`src/rtl/spi_slave_if_pkg.sv`:
```
// Shared types and constants for the SPI slave front-end of the single-port RAM.
// The frame is a 2-bit command followed by a DATA_W-bit payload, MSB first.
package spi_ram_pkg;

  localparam int DATA_W_DEF = 8;

  typedef enum logic [2:0] {
    IDLE,
    CHK_CMD,
    WRITE,
    READ_ADD,
    READ_DATA
  } state_t;

  localparam logic [1:0] CMD_WR_ADDR = 2'b00;
  localparam logic [1:0] CMD_WR_DATA = 2'b01;
  localparam logic [1:0] CMD_RD_ADDR = 2'b10;
  localparam logic [1:0] CMD_RD_DATA = 2'b11;

  function automatic int frame_w(input int dw);
    return dw + 2;
  endfunction

endpackage

```
`src/rtl/spi_slave_if_if.sv`:
```
// Bundle of the SPI pins and the RAM-side rx/tx handshake.
// The slave modport is the front-end's view; master is the SPI host plus RAM.
interface spi_slave_if_if
  import spi_ram_pkg::*;
#(
  parameter int DATA_W = DATA_W_DEF
);

  localparam int FRAME_W = DATA_W + 2;

  logic               SS_n;
  logic               MOSI;
  logic               MISO;
  logic [FRAME_W-1:0] rx_data;
  logic               rx_valid;
  logic [DATA_W-1:0]  tx_data;
  logic               tx_valid;

  modport slave (
    input  SS_n,
    input  MOSI,
    input  tx_data,
    input  tx_valid,
    output MISO,
    output rx_data,
    output rx_valid
  );

  modport master (
    output SS_n,
    output MOSI,
    output tx_data,
    output tx_valid,
    input  MISO,
    input  rx_data,
    input  rx_valid
  );

endinterface

```
`src/rtl/spi_slave_if_tx.sv`:
```
// MISO serializer: loads a RAM read word and shifts it out MSB first, one bit
// per clock. done stays set after the last bit until the next clear or load.
module spi_tx_serializer
#(
  parameter int DATA_W = 8
)
(
  input  logic              clk,
  input  logic              rst,
  input  logic              clr,
  input  logic              load,
  input  logic [DATA_W-1:0] din,
  output logic              miso,
  output logic              busy,
  output logic              done
);

  localparam int CNT_W = (DATA_W > 2) ? $clog2(DATA_W) : 1;

  logic [DATA_W-1:0] shift_reg;
  logic [DATA_W-1:0] shift_src;
  logic [DATA_W-1:0] shift_next;
  logic [CNT_W-1:0]  cnt_reg;
  logic              miso_reg;
  logic              busy_reg;
  logic              done_reg;
  logic              step;

  // A fresh load shifts straight from din so bit DATA_W-1 appears on the
  // cycle right after the load edge.
  assign shift_src = load ? din : shift_reg;
  assign step      = load || (busy_reg && (cnt_reg != '0));

  generate
    for (genvar gi = 0; gi < DATA_W; gi++) begin : g_shift
      if (gi == 0) begin : g_lsb
        assign shift_next[gi] = 1'b0;
      end else begin : g_bit
        assign shift_next[gi] = shift_src[gi-1];
      end
    end
  endgenerate

  always_ff @(posedge clk or posedge rst) begin
    if (rst) begin
      shift_reg <= '0;
      cnt_reg   <= '0;
      miso_reg  <= 1'b0;
      busy_reg  <= 1'b0;
      done_reg  <= 1'b0;
    end else if (clr) begin
      shift_reg <= '0;
      cnt_reg   <= '0;
      miso_reg  <= 1'b0;
      busy_reg  <= 1'b0;
      done_reg  <= 1'b0;
    end else if (step) begin
      miso_reg  <= shift_src[DATA_W-1];
      shift_reg <= shift_next;
      cnt_reg   <= load ? CNT_W'(DATA_W - 1) : cnt_reg - 1'b1;
      busy_reg  <= 1'b1;
      done_reg  <= 1'b0;
    end else if (busy_reg) begin
      miso_reg  <= 1'b0;
      busy_reg  <= 1'b0;
      done_reg  <= 1'b1;
    end
  end

  assign miso = miso_reg;
  assign busy = busy_reg;
  assign done = done_reg;

endmodule

```
`src/rtl/spi_slave_if.sv`:
```
// SPI mode-0 slave front-end: deserialises command frames for the RAM and
// serialises the RAM read word back on MISO. Runs on the SPI clock itself.
module spi_slave_if
  import spi_ram_pkg::*;
#(
  parameter int DATA_W = DATA_W_DEF
)
(
  input  logic          clk,
  input  logic          rst,
  spi_slave_if_if.slave bus
);

  localparam int FRAME_W = frame_w(DATA_W);
  localparam int CNT_W   = $clog2(FRAME_W + 1);
  localparam logic [CNT_W-1:0] LAST_BIT = CNT_W'(FRAME_W - 1);
  localparam logic [CNT_W-1:0] FULL_CNT = CNT_W'(FRAME_W);

  state_t             state_reg;
  state_t             state_next;
  logic [CNT_W-1:0]   bit_cnt_reg;
  logic [FRAME_W-2:0] shift_reg;
  logic [FRAME_W-1:0] frame_word;
  logic [FRAME_W-1:0] rx_data_reg;
  logic               rx_valid_reg;
  logic               rd_addr_done_reg;

  logic in_body;
  logic shift_en;
  logic frame_done;
  logic set_rd;
  logic clr_rd;
  logic ser_load;
  logic ser_clr;
  logic ser_miso;
  logic ser_busy;
  logic ser_done;

  assign frame_word = {shift_reg, bus.MOSI};

  always_ff @(posedge clk or posedge rst) begin
    if (rst) begin
      state_reg <= IDLE;
    end else begin
      state_reg <= state_next;
    end
  end

  always_comb begin
    state_next = state_reg;
    case (state_reg)
      IDLE: begin
        if (!bus.SS_n) state_next = CHK_CMD;
      end
      CHK_CMD: begin
        if (bus.SS_n)                          state_next = IDLE;
        else if (bus.MOSI == CMD_WR_ADDR[1])   state_next = WRITE;
        else if (rd_addr_done_reg)             state_next = READ_DATA;
        else                                   state_next = READ_ADD;
      end
      WRITE, READ_ADD, READ_DATA: begin
        if (bus.SS_n) state_next = IDLE;
      end
      default: state_next = IDLE;
    endcase
  end

  // Once bit_cnt reaches FULL_CNT the frame is closed: later MOSI bits are
  // ignored and no second rx_valid can fire until SS_n rises.
  always_comb begin
    in_body    = (state_reg == WRITE) || (state_reg == READ_ADD) ||
                 (state_reg == READ_DATA);
    shift_en   = !bus.SS_n &&
                 ((state_reg == CHK_CMD) || (in_body && (bit_cnt_reg < FULL_CNT)));
    frame_done = !bus.SS_n && in_body && (bit_cnt_reg == LAST_BIT);
    set_rd     = frame_done && (state_reg == READ_ADD);
    clr_rd     = frame_done && (state_reg == READ_DATA);
    ser_load   = !bus.SS_n && (state_reg == READ_DATA) &&
                 (bit_cnt_reg == FULL_CNT) && !ser_busy && !ser_done &&
                 bus.tx_valid;
    ser_clr    = bus.SS_n;
  end

  always_ff @(posedge clk or posedge rst) begin
    if (rst) begin
      bit_cnt_reg      <= '0;
      shift_reg        <= '0;
      rx_data_reg      <= '0;
      rx_valid_reg     <= 1'b0;
      rd_addr_done_reg <= 1'b0;
    end else begin
      rx_valid_reg <= frame_done;
      if (frame_done) rx_data_reg <= frame_word;
      if (set_rd) rd_addr_done_reg <= 1'b1;
      else if (clr_rd) rd_addr_done_reg <= 1'b0;
      if (bus.SS_n) begin
        bit_cnt_reg <= '0;
        shift_reg   <= '0;
      end else if (shift_en) begin
        bit_cnt_reg <= bit_cnt_reg + 1'b1;
        shift_reg   <= frame_word[FRAME_W-2:0];
      end
    end
  end

  spi_tx_serializer #(
    .DATA_W (DATA_W)
  ) u_tx (
    .clk  (clk),
    .rst  (rst),
    .clr  (ser_clr),
    .load (ser_load),
    .din  (bus.tx_data),
    .miso (ser_miso),
    .busy (ser_busy),
    .done (ser_done)
  );

  assign bus.MISO     = ser_miso;
  assign bus.rx_data  = rx_data_reg;
  assign bus.rx_valid = rx_valid_reg;

endmodule

```
`src/flat_wrapper.sv`:
```
// flat-port wrapper written by rule: the top's interface ports become plain ports
module spi_slave_if_flat import spi_ram_pkg::*;
#(
  parameter int DATA_W = DATA_W_DEF
)
  (clk, rst, bus_SS_n, bus_MOSI, bus_tx_data, bus_tx_valid, bus_MISO, bus_rx_data, bus_rx_valid);
  spi_slave_if_if #(.DATA_W(DATA_W)) bus_i ();
  input  logic clk;
  input  logic rst;
  input wire logic [$bits(bus_i.SS_n)-1:0] bus_SS_n;
  input wire logic [$bits(bus_i.MOSI)-1:0] bus_MOSI;
  input wire logic [$bits(bus_i.tx_data)-1:0] bus_tx_data;
  input wire logic [$bits(bus_i.tx_valid)-1:0] bus_tx_valid;
  output wire logic [$bits(bus_i.MISO)-1:0] bus_MISO;
  output wire logic [$bits(bus_i.rx_data)-1:0] bus_rx_data;
  output wire logic [$bits(bus_i.rx_valid)-1:0] bus_rx_valid;
  assign bus_i.SS_n = bus_SS_n;
  assign bus_i.MOSI = bus_MOSI;
  assign bus_i.tx_data = bus_tx_data;
  assign bus_i.tx_valid = bus_tx_valid;
  assign bus_MISO = bus_i.MISO;
  assign bus_rx_data = bus_i.rx_data;
  assign bus_rx_valid = bus_i.rx_valid;
  spi_slave_if #(.DATA_W(DATA_W)) u_core (.clk(clk), .rst(rst), .bus(bus_i));
endmodule
```
`config.mk`:
```
export PLATFORM = sky130hd
export DESIGN_NAME = spi_slave_if_flat
export DESIGN_NICKNAME = d
export VERILOG_FILES = /design/src/rtl/spi_slave_if_pkg.sv /design/src/rtl/spi_slave_if_if.sv /design/src/rtl/spi_slave_if_tx.sv /design/src/rtl/spi_slave_if.sv /design/src/flat_wrapper.sv
export SDC_FILE = /design/constraint.sdc
export NUM_CORES = 1
export LEC_CHECK = 0
export CAP_MARGIN = 40
export CORE_UTILIZATION = 49
export CTS_CLUSTER_DIAMETER = 200
export CTS_CLUSTER_SIZE = 30
export DETAILED_ROUTE_END_ITERATION = 8
export GPL_TIMING_DRIVEN = 0
export PLACE_DENSITY = 0.75
export RECOVER_POWER = 50
export SLEW_MARGIN = 15
export SYNTH_ARGS = -nofsm -noshare
export SYNTH_HDL_FRONTEND = slang
export SYNTH_HIERARCHICAL = 1
export SYNTH_SLANG_ARGS = --single-unit
```
`constraint.sdc`:
```
create_clock -name clk -period 1.6 [get_ports clk]
set_input_delay 0.32 -clock clk [delete_from_list [all_inputs] [get_ports clk]]
set_output_delay 0.32 -clock clk [all_outputs]
set_load 0.05 [all_outputs]
```
Yosys cells after proc, flatten, opt, wreduce, memory -nomap -nowiden
Cells that the tools add are included.

Memory bits (read-only): 0. Input bits: 13. Register bits: 42. Logic and storage cells: 75. Latch bits: 0. Memories kept: 0. RAM bits: 0.

Order comparisons: 1. Add/sub/neg operators: 2. Equality and inequality tests: 8. Bitwise logic cells: 0. Reduce and logical (&&, ||, !) cells: 27. Multiplexer cells: 26. Div/mod/pow operators: 0. Shifts and indexed selects: 0. Multiply operators: 0.

Operator list (number): two-way mux 3 bit (8); two-way mux 8 bit (3); two-way mux 9 bit (2); logical AND 1 bit (12); two-way mux 1 bit (10); case mux 3 bit (3 select lines) (1); equality test 4 bit, second input constant (2); two-way mux 4 bit (2); equality test 3 x 2 -> 1 bit, second input constant (2); nonzero test 2 bit (3); nonzero test 3 bit (2); adder 4 x 1 -> 4 bit, second input constant (1); logical OR 1 bit (4); less-than comparator 4 bit, second input constant (1); inequality test 2 bit, second input constant (2); equality test 3 x 1 -> 1 bit, second input constant (1); equality test 3 bit, second input constant (1); logical NOT 1 bit (3); logical NOT 3 bit (1); OR reduction 3 bit (1); subtractor 3 x 1 -> 3 bit, second input constant (1); AND reduction 2 bit (1).

Logic depth before layout (Yosys ltp)
Gate-level depths: netlist of the first run.

Depth after elaboration: 9. Depth in mapped cells: 7. Mapped depth without buffers: 6.

Hierarchy
Netlist of the first run, hierarchy kept.

By module, submodules not included: spi_slave_if (seq. area each 700.7 µm², cells each 108, times used 1, area an instance 1386.3 µm²); spi_tx_serializer (seq. area each 325.3 µm², cells each 48, times used 1, area an instance 620.6 µm²).

Worst setup path after synthesis of the first run
OpenSTA, ideal clock, no wires.

Path kind: input to register. Start: input bus_SS_n. End: register u_core.u_tx.miso_reg, in the netlist u_core/u_tx/miso. Path slack: -0.183 ns. Required time: 1.517 ns. Data arrival time: 1.700 ns. Buffers on the path: 2. Cell stages on the path: 6. Cell sequence: clkbuf_1 -> clkbuf_1 -> nor2_1 -> and4_1 -> or4b_1 -> o21ai_0.

Longest elaborated chain between the ends: 9.

Ends and longest elaborated chain: start, declared (RTL line flat_wrapper.sv:10) `input wire logic [$bits(bus_i.SS_n)-1:0] bus_SS_n;`; logical NOT 1 bit *; logical AND 1 bit * (2 in a row) (RTL line spi_slave_if.sv:78) `ser_load = !bus.SS_n && (state_reg == READ_DATA) &&`; logical AND 1 bit * (3 in a row) (RTL line spi_slave_if.sv:79) `(bit_cnt_reg == FULL_CNT) && !ser_busy && !ser_done &&`; named net u_core.ser_load (RTL line spi_slave_if.sv:33) `logic ser_load;`; two-way mux 8 bit / logical OR 1 bit (equally long branches) (RTL line spi_slave_if_tx.sv:31, spi_slave_if_tx.sv:32); two-way mux 1 bit (RTL line spi_slave_if_tx.sv:57) `end else if (step) begin`; two-way mux 1 bit (RTL line spi_slave_if_tx.sv:51) `end else if (clr) begin`; end signal, assigned (RTL line spi_slave_if_tx.sv:58) `miso_reg <= shift_src[DATA_W-1];`; end, declared (RTL line spi_slave_if_tx.sv:24) `logic miso_reg;`.

The timed path passes the listed nets; every way through them passes the cells marked *. A chain may end at the register's enable or synchronous reset.

Worst setup path after layout of the first run
Start: register u_core.bit_cnt_reg[0]. End: register u_core.u_tx.shift_reg[1].

Longest elaborated chain between the ends: 8.

Ends and longest elaborated chain: start, declared (RTL line spi_slave_if.sv:21) `logic [CNT_W-1:0] bit_cnt_reg;`; start signal, assigned (RTL line spi_slave_if.sv:100) `bit_cnt_reg <= bit_cnt_reg + 1'b1;`; equality test 4 bit * (RTL line spi_slave_if.sv:79); logical AND 1 bit * (RTL line spi_slave_if.sv:78); logical AND 1 bit * (3 in a row) (RTL line spi_slave_if.sv:79); named net u_core.ser_load (RTL line spi_slave_if.sv:33); two-way mux 8 bit (RTL line spi_slave_if_tx.sv:31) `assign shift_src = load ? din : shift_reg;`; two-way mux 8 bit (RTL line spi_slave_if_tx.sv:57); two-way mux 8 bit (RTL line spi_slave_if_tx.sv:51); end signal, assigned (RTL line spi_slave_if_tx.sv:59) `shift_reg <= shift_next;`; end, declared (RTL line spi_slave_if_tx.sv:20) `logic [DATA_W-1:0] shift_reg;`.

The timed path passes the listed nets; every way through them passes the cells marked *. The select of a mux whose other input is x is not followed.

==> results of run 1 <==
what timing repair did:
item	in CTS	in global routing
resized for setup	36	4
buffers inserted	12	5
cloned	3	0
pin swaps	6	3
endpoints found under the setup margin	34	23
kinds of logic (layout without fill, tap and decap cells):
kind of cell	Yosys count	after routing	share of synthesized area (%)
adder cells (fa/ha/maj)	5	5	3.12
AO/OA/AOI/OAI	31	32	12.5
buffers and inverters	20	71	5.61
flip-flops	41	41	51.1
multiplexers	27	27	16.0
AND/OR/NAND/NOR	31	31	11.2
XOR/XNOR	1	1	0.436
critical path, cell delays in order (launching register included):
cell and delay [ns]:
dfrtp_1 0.40, inv_2 0.08, ha_4 0.12, nor4bb_4 0.17, and4_4 0.32, buf_6 0.12, nor3_4 0.04, buf_6 0.14
a32o_1 0.19
layout make-up:
class	instances	share of cell area, %
Tap cell	48	2.27
Sequential cell	41	38.9
Buffer	7	3.08
Clock inverter	2	0.379
Timing Repair Buffer	43	15.2
Clock buffer	6	2.74
Multi-Input combinational cell	96	35.6
Inverter	13	1.85
placed cells by master (no fill, tap or decap), types with 3 or more instances in the layout:
master / synthesis / routed
buf_6: 5 / 10
o2bb2ai_1: 8 / 7
clkbuf_8: 0 / 6
mux2i_1: 16 / 16
ha_1: 5 / 4
dlygate4sd2_1: 0 / 12
a31oi_1: 3 / 3
clkdlybuf4s50_1: 0 / 9
buf_4: 0 / 11
dfrtp_1: 41 / 39
mux2_4: 10 / 10
inv_1: 13 / 12
o21ai_1: 3 / 3
nor2_1: 3 / 3
nand2b_1: 10 / 10
power by group:
group	switching, mW	total (mW)	internal [mW]
Sequential	0.0240	1.08	1.06
Clock	0.351	0.654	0.303
Combinational	0.128	0.271	0.143
metal layers:
metal	global-route usage (%)	up-vias	part of all wire [%]
met5	0	-	0
met2	35.1	26	49
met1	28.3	725	47
li1	-	665	-
met4	8.78	0	1.4
met3	3.62	5	2.8
worst min path at each step:
stage	from	to	slack [ns]
2_1_floorplan	rst	u_core/u_tx/busy	0.20
3_5_place_dp	u_core/u_tx/done	u_core/u_tx/done	0.47
5_1_grt	u_core/u_tx/shift_reg[2]	u_core/u_tx/shift_reg[2]	0.51
3_3_place_gp	u_core/u_tx/done	u_core/u_tx/done	0.46
4_1_cts	rst	u_core/u_tx/done	0.41
6_report	u_core/u_tx/shift_reg[4]	u_core/u_tx/shift_reg[4]	0.50
metrics by stage:
stage	cells	utilization (%)
after floorplan	156	-
after global placement	228	61.1
after detailed placement	229	61.8
after CTS	252	69.4
after global routing	256	69.6
final	256	69.6
==> flow_summary.toml, run 1 <==
[outcome]
status = "complete, but fails checks"
violations = "setup timing"

[critical_path]
worstPathArrival_ns = 1.88
crit_start = "u_core/bit_cnt_reg[0]"
cp-end-kind = "flop"
required_ns = 1.78
crit_fanout = 8
reg2reg_depth = 8
r2r-start = "u_core/bit_cnt_reg[0]"
worstSetupPathType = "reg -> reg"
cp-endpoint = "u_core/u_tx/shift_reg[1]"
r2r_slack_ns = -0.09
cp-start-kind = "flop"
reg2reg_to = "u_core/u_tx/shift_reg[1]"

[yosys]
synth_top_cell_by_area = "dfrtp_1"
synth_edf_count = 0
synth_area_leaders = "dfrtp_1 (51%), mux2i_1 (8.0%), mux2_4 (7.5%)"
ys_seq_area_share_pct = 51.1
synth_ff_type = "dfrtp_1"
synthCells = 156
synthDistinctLibCells = 43
synthesis.area_mm2 = 0.00201
async_reset_ff_share_pct = 100
synth_top_area_share_pct = 51.1
ys_ff_latch = 41
synth_area_per_cell_um2 = 12.9
synth_nets = 174
synth_warnings = 6
netlist_top_cells_count = "dfrtp_1 (41), mux2i_1 (16), inv_1 (13), mux2_4 (10), nand2b_1 (10)"
yosysMostFrequentCell = "dfrtp_1"

[timing]
setup_ws_ns = -0.0930
fmax_mhz = 591
tightest_slew_ns = 0.533
hold_viol_final = 0
timing.final.crit_period_ns = 1.69
tns_ns = -0.777
relSlewSlack_pct = 64.4
fin_hold_ws_ns = 0.499
rsz0062_at_grt = "yes"
skew_ns = 0.00892
final.period_utilization_pct = 106
setup_viol = 18
slew_viol_final = 0

[floorplanning]
rows = 22
die_h_um = 66
dieArea_mm2 = 0.00436
fp.dieW_um = 66
start_util_pct = 52.8
core_mm2 = 0.00380
io_pins = 25

[pwr]
peakVddDrop_mv = 0.523
powerDensity_mw_per_mm2 = 759
p_leak_nw = 1.27
p_total_mw = 2.01

[final_layout]
multi_input_area_um2 = 941
n_antenna_cell = 0
final_net_count = 225
largest_register_ff_count = 10
area_growth_pct = 31.7
layout-drive-gt1-share_pct = 30.3
design_area_mm2 = 0.00264
final-seq-area_mm2 = 0.00103
fill_cells = 268

[worst_hold_path]
holdPathStages = 1
hold_path.class = "reg -> reg"

[detailed_routing]
drtPass1Iterations = 4
via_per_inst = 5.55
route.detailed.drc = 0
wl_um = 4210
drtIter0Drc = 69
post_drt_wl_per_cell_um = 16.5
ant_nets = 0
vias = 1421

[global_routing]
first_global_vias = 1452
grt_usage_pct = 21.5
grt_pass1_wl_um = 6910
grt_start_max_net_pins = 16
antenna_found_initial = 0
gr-total-overflow = 0

[clock_network]
numCtsBuffers = 5
cts_max_level = 2
clockBufferDepth = 2
insertion_delay_ns = 0.29
cts.reportedPaths.clkPinSlew_ns = 0.08
cts_sinks = 41
cts_tree = "done"
cts_hold_buf = 0
clockRootBuffer = "clkbuf_8"

[job]
drv_cap = 0

[place]
dp_hpwl_um = 2580
place_area_mm2 = 0.00235
dp_slack_ns = -0.735
port_buffers = 24
gp_congestion = 0.784
No activity file was read; power rests on OpenSTA's default activity.
==> run 2, diff against run 1 <==
GPL_TIMING_DRIVEN = default   (was 0)
==> run 2 against run 1 <==
The run still ends with setup timing left. Utilization rose by 1.8 points. Worst setup slack lost 0.012 ns. Worst hold slack improved by 0.011 ns. Combinational power increased by 10%. Fmax down 0.69%. Via count down 1.5%. Clock skew shrank 0.0025 ns. Global-route usage barely moved. Clock-buffer cell count shrank 1. Critical path depth is 2 lower. Largest cell class unchanged.
==> flow_summary.toml, run 2 (synthesis results as in run 1) <==
[detailed_routing]
ant_nets = 0
drtIter0Drc = 50
route.detailed.drc = 0
wl_um = 4310
drtPass1Iterations = 4
via_per_inst = 5.51
vias = 1399
post_drt_wl_per_cell_um = 17.0

[clock_network]
numCtsBuffers = 5
cts_hold_buf = 0
cts_max_level = 2
clockBufferDepth = 2
clockRootBuffer = "clkbuf_8"
cts.reportedPaths.clkPinSlew_ns = 0.08
cts_sinks = 41
cts_tree = "done"
insertion_delay_ns = 0.29

[timing]
final.period_utilization_pct = 107
slew_viol_final = 0
tightest_slew_ns = 0.695
rsz0062_at_grt = "yes"
hold_viol_final = 0
setup_viol = 15
timing.final.crit_period_ns = 1.70
relSlewSlack_pct = 53.7
setup_ws_ns = -0.105
skew_ns = 0.00644
fmax_mhz = 587
tns_ns = -0.440

[floorplanning]
rows = 22
start_util_pct = 52.8
die_h_um = 66
io_pins = 25
core_mm2 = 0.00380
fp.dieW_um = 66
dieArea_mm2 = 0.00436

[critical_path]
cp-end-kind = "flop"
required_ns = 1.82
crit_fanout = 6
worstPathArrival_ns = 1.92
cp-start-kind = "flop"
worstSetupPathType = "reg -> reg"

[global_routing]
grt_pass1_wl_um = 6800
grt_start_max_net_pins = 29
gr-total-overflow = 0
first_global_vias = 1381
grt_usage_pct = 21.5
antenna_found_initial = 0

[pwr]
internal_power_mw = 1.67
p_switching_mw = 0.498
pwr-share-seq_pct = 49.6
peakVddDrop_mv = 0.659
comb_power_share_pct = 13.8
switching_share_pct = 23.0
p_leak_nw = 1.28
clock_power_share_pct = 36.6
powerDensity_mw_per_mm2 = 798

[final_layout]
layout-drive-gt1-share_pct = 39.8
area_growth_pct = 35.2
mostFrequentLayoutCell = "dfrtp_1"
final_net_count = 224
final_cells = 254
n_antenna_cell = 0
design_area_mm2 = 0.00271
largest_register_ff_count = 10
final_cell_mix = "dfrtp_1 (41), buf_4 (30), mux2i_1 (14), inv_1 (12)"
fin_util_pct = 71.4

[job]
drv_cap = 0

[place]
port_buffers = 24
place_inst = 237
dp_hpwl_um = 2770
gp_congestion = 0.873
place_area_mm2 = 0.00236

[outcome]
violations = "setup timing"
status = "complete, but fails checks"

[worst_hold_path]
hold_path.class = "reg -> reg"
-- run 2: per-layer routing --
metal	vias to the layer above	share of wire [%]	GRT usage, %
met3	7	3.4	4.31
met5	-	0	0
li1	663	-	-
met1	708	43	26.6
met2	21	52	36.2
met4	0	1.8	9.57
-- run 2: worst paths after layout --
kind,slack (ns),from,end,cells past startpoint
setup reg to reg,-0.10,u_core/bit_cnt_reg[1],u_core/u_tx/miso,6
hold / removal,0.51,u_core/u_tx/shift_reg[7],u_core/u_tx/shift_reg[7],1
max in group asynchronous,0.47,rst,u_core/bit_cnt_reg[0],3
hold reg to reg,0.51,u_core/u_tx/shift_reg[7],u_core/u_tx/shift_reg[7],1
min in group asynchronous,0.52,rst,u_core/u_tx/shift_reg[5],2
setup / recovery,-0.10,u_core/bit_cnt_reg[1],u_core/u_tx/miso,6
-- run 2: cell type report --
| cell class | instances | area (um2) |
|---|---|---|
| clock buffers | 5 | 68.8 |
| fillers | 254 | 1080 |
| clock inverters | 2 | 35.0 |
| multi-input cells | 96 | 1010 |
| well taps | 48 | 60.1 |
| inverters | 13 | 48.8 |
| flip-flops and latches | 41 | 1030 |
| repair buffers | 49 | 469 |
-- run 2: what timing repair did --
action                                  4_1_cts  5_1_grt
gates resized for setup                      10       16
buffers inserted                              3        5
cloned                                        2        0
pin swaps                                     2        6
endpoints found under the setup margin       17       22
-- run 2: critical path, cell delays in order, from the launching register on --
cell	delay [ns]
dfrtp_1	0.43
ha_4	0.17
nor4bb_4	0.14
buf_4	0.13
and4_4	0.19
or4b_1	0.47
o21ai_1	0.10
-- run 2: power groups by stage --
stage	Sequential [mW]	Clock [mW]	Combinational, mW
detailed placement	1.09	0	0.239
global placement	1.09	0	0.233
floorplan	1.10	0	0.145
global route	1.08	0.858	0.322
finish	1.07	0.794	0.298
CTS	1.07	0.804	0.265
-- run 2: stage by stage --
stage | worst slack (ns) | hold WS [ns] | power, mW
floorplan | 0.00136 | 0.197 | 1.24
global placement | -0.302 | 0.473 | 1.32
detailed placement | -0.359 | 0.477 | 1.33
CTS | -0.0624 | 0.413 | 2.14
global route | -0.165 | 0.525 | 2.26
finish | -0.105 | 0.510 | 2.17
==> run 3, diff against run 2 <==
CORE_ASPECT_RATIO = 2   (was default)
REMOVE_ABC_BUFFERS = 1   (was default)
==> run 3 against run 2 <==
The run still ends with setup timing left. Flip-flop and latch count did not move. Routed wire length rose by 6.6%. Design area fell by 0.32%. Total power rose by 2.7%. Clock power rose by 8.3%. Worst setup slack got worse by 0.014 ns. Final cell count rose by 1.6%. Global-route usage rose by 2.9 points. Combinational power fell by 3%. Critical endpoint is now u_core/u_tx/shift_reg[3]. Die area rose by 0.35%. Fmax fell by 0.84%. Utilization fell by 1.8 points.
==> flow_summary.toml, run 3 (synthesis results as in run 1) <==
[outcome]
status = "complete, but fails checks"
violations = "setup timing"

[final_layout]
layout-drive-gt1-share_pct = 37.2
largest_register_ff_count = 10
area_growth_pct = 34.8
final_cells = 258
final_net_count = 224
fin_util_pct = 69.7
final_cell_mix = "dfrtp_1 (40), buf_4 (27), mux2i_1 (15), inv_1 (12), clkdlybuf4s50_1 (11)"
final-seq-area_mm2 = 0.00103
fill_cells = 281
n_antenna_cell = 0
multi_input_area_um2 = 970
mostFrequentLayoutCell = "dfrtp_1"

[clock_network]
numCtsBuffers = 5
cts.reportedPaths.clkPinSlew_ns = 0.08
cts_sinks = 41
cts_tree = "done"
clockBufferDepth = 2
cts_max_level = 2
cts_hold_buf = 0
insertion_delay_ns = 0.29
clockRootBuffer = "clkbuf_8"

[pwr]
peakVddDrop_mv = 1.10
switching_share_pct = 23.0
p_leak_nw = 1.27
comb_power_share_pct = 13.0
pwr-share-seq_pct = 48.3
p_switching_mw = 0.511
powerDensity_mw_per_mm2 = 822
clock_power_share_pct = 38.7
p_total_mw = 2.22
internal_power_mw = 1.71

[global_routing]
grt_usage_pct = 24.4
gr-total-overflow = 0
first_global_vias = 1565
grt_start_max_net_pins = 29
antenna_found_initial = 0
grt_pass1_wl_um = 7410

[place]
place_inst = 243
gp_congestion = 0.755
port_buffers = 24
dp_hpwl_um = 3120

[timing]
skew_ns = 0.00447
setup_ws_ns = -0.119
setup_viol = 22
fmax_mhz = 582
hold_viol_final = 0
timing.final.crit_period_ns = 1.72
tightest_slew_ns = 0.690
relSlewSlack_pct = 54.0
slew_viol_final = 0
final.period_utilization_pct = 107
fin_hold_ws_ns = 0.500
rsz0062_at_grt = "yes"

[floorplanning]
io_pins = 25
core_mm2 = 0.00388
fp.dieW_um = 47.3
start_util_pct = 51.7
dieArea_mm2 = 0.00437
rows = 32
die_h_um = 92.5

[critical_path]
required_ns = 1.82
worstSetupPathType = "reg -> reg"
cp-end-kind = "flop"
cp_cell_sequence = "inv_2, ha_4, nor4bb_4, and4_4, buf_6, o21ai_4, buf_12, o2bb2ai_1"
slowest_stage = "dfrtp_1"
r2r_slack_ns = -0.12
reg2reg_depth = 8
crit_fanout = 7
cp-start-kind = "flop"
worstPathArrival_ns = 1.94
r2r-start = "u_core/bit_cnt_reg[0]"
max_stage_delay_ns = 0.40
reg2reg_to = "u_core/u_tx/shift_reg[3]"

[detailed_routing]
wl_um = 4590
drtIter0Drc = 35
via_per_inst = 5.54
vias = 1429
ant_nets = 0
drtPass1Iterations = 4
route.detailed.drc = 0
post_drt_wl_per_cell_um = 17.8

[worst_hold_path]
hold_path.class = "reg -> reg"
holdPathStages = 1
min_from = "u_core/shift_reg[1]"
holdPathEnd = "u_core/bus.rx_data[2]"

[job]
drv_cap = 0
-- run 3: cell count changes in the layout (fill, tap and decap cells not counted), sizes merged --
cell / change
and4: -1
clkbuf: +2
clkinvlp: +1
clkinv: -1
-- run 3: final cells by class --
type	instances	area share, %
flip-flops and latches	41	38.0
multi-input cells	95	35.8
repair buffers	50	17.6
clock buffers	6	3.05
well taps	51	2.36
inverters	13	1.80
clock inverters	2	1.39
-- run 3: worst max-delay path, delay by kind of cell (launching register included) --
family,cells,cell delay [ns]
DFF,1,0.40
and+or+nand+nor,2,0.55
adders and majority gates,1,0.14
buffers and inverters,3,0.34
AOI/OAI and AO/OA,2,0.22
-- run 3: worst max-delay path by stage --
| stage | start | to | slack, ns |
|---|---|---|---|
| after floorplan | u_core/state_reg[2] | u_core/bus.rx_data[2] | -0.36 |
| after global placement | bus_tx_valid | u_core/u_tx/miso | -0.40 |
| after detailed placement | bus_tx_valid | u_core/u_tx/shift_reg[2] | -0.58 |
| after CTS | u_core/bit_cnt_reg[0] | u_core/bus.rx_data[2] | -0.1 |
| after global routing | u_core/bit_cnt_reg[0] | u_core/u_tx/shift_reg[2] | -0.23 |
| final | u_core/bit_cnt_reg[0] | u_core/u_tx/shift_reg[3] | -0.12 |
-- run 3: through the flow --
| stage | instance area (um2) | worst slack [ns] | setup TNS [ns] |
|---|---|---|---|
| 2_1_floorplan | 1940 | -0.356 | -6.35 |
| 3_3_place_gp | 2370 | -0.397 | -7.61 |
| 3_5_place_dp | 2370 | -0.581 | -9.72 |
| 4_1_cts | 2640 | -0.0968 | -1.38 |
| 5_1_grt | 2710 | -0.235 | -3.76 |
| 6_report | 2710 | -0.119 | -1.89 |
-- run 3: layer usage --
layer	share of wire [%]	GRT usage (%)
met1	33	24.1
met2	61	43.6
met3	2.7	4.68
met4	3.4	12.9
met5	0	0
-- run 3: power by group through the flow --
stage                     clock (mW)  combinational [mW]  sequential, mW
after floorplan                    0               0.121            1.10
after global placement             0               0.239            1.09
after global routing           0.933               0.313            1.08
after detailed placement           0               0.247            1.09
after CTS                      0.879               0.271            1.07
final                          0.860               0.288            1.07
-- run 3: timing repair --
action,CTS,global route
gates cloned,1,0
buffers inserted,4,3
pin swaps,6,7
gates resized for setup,19,11
endpoints found under the setup margin,23,31
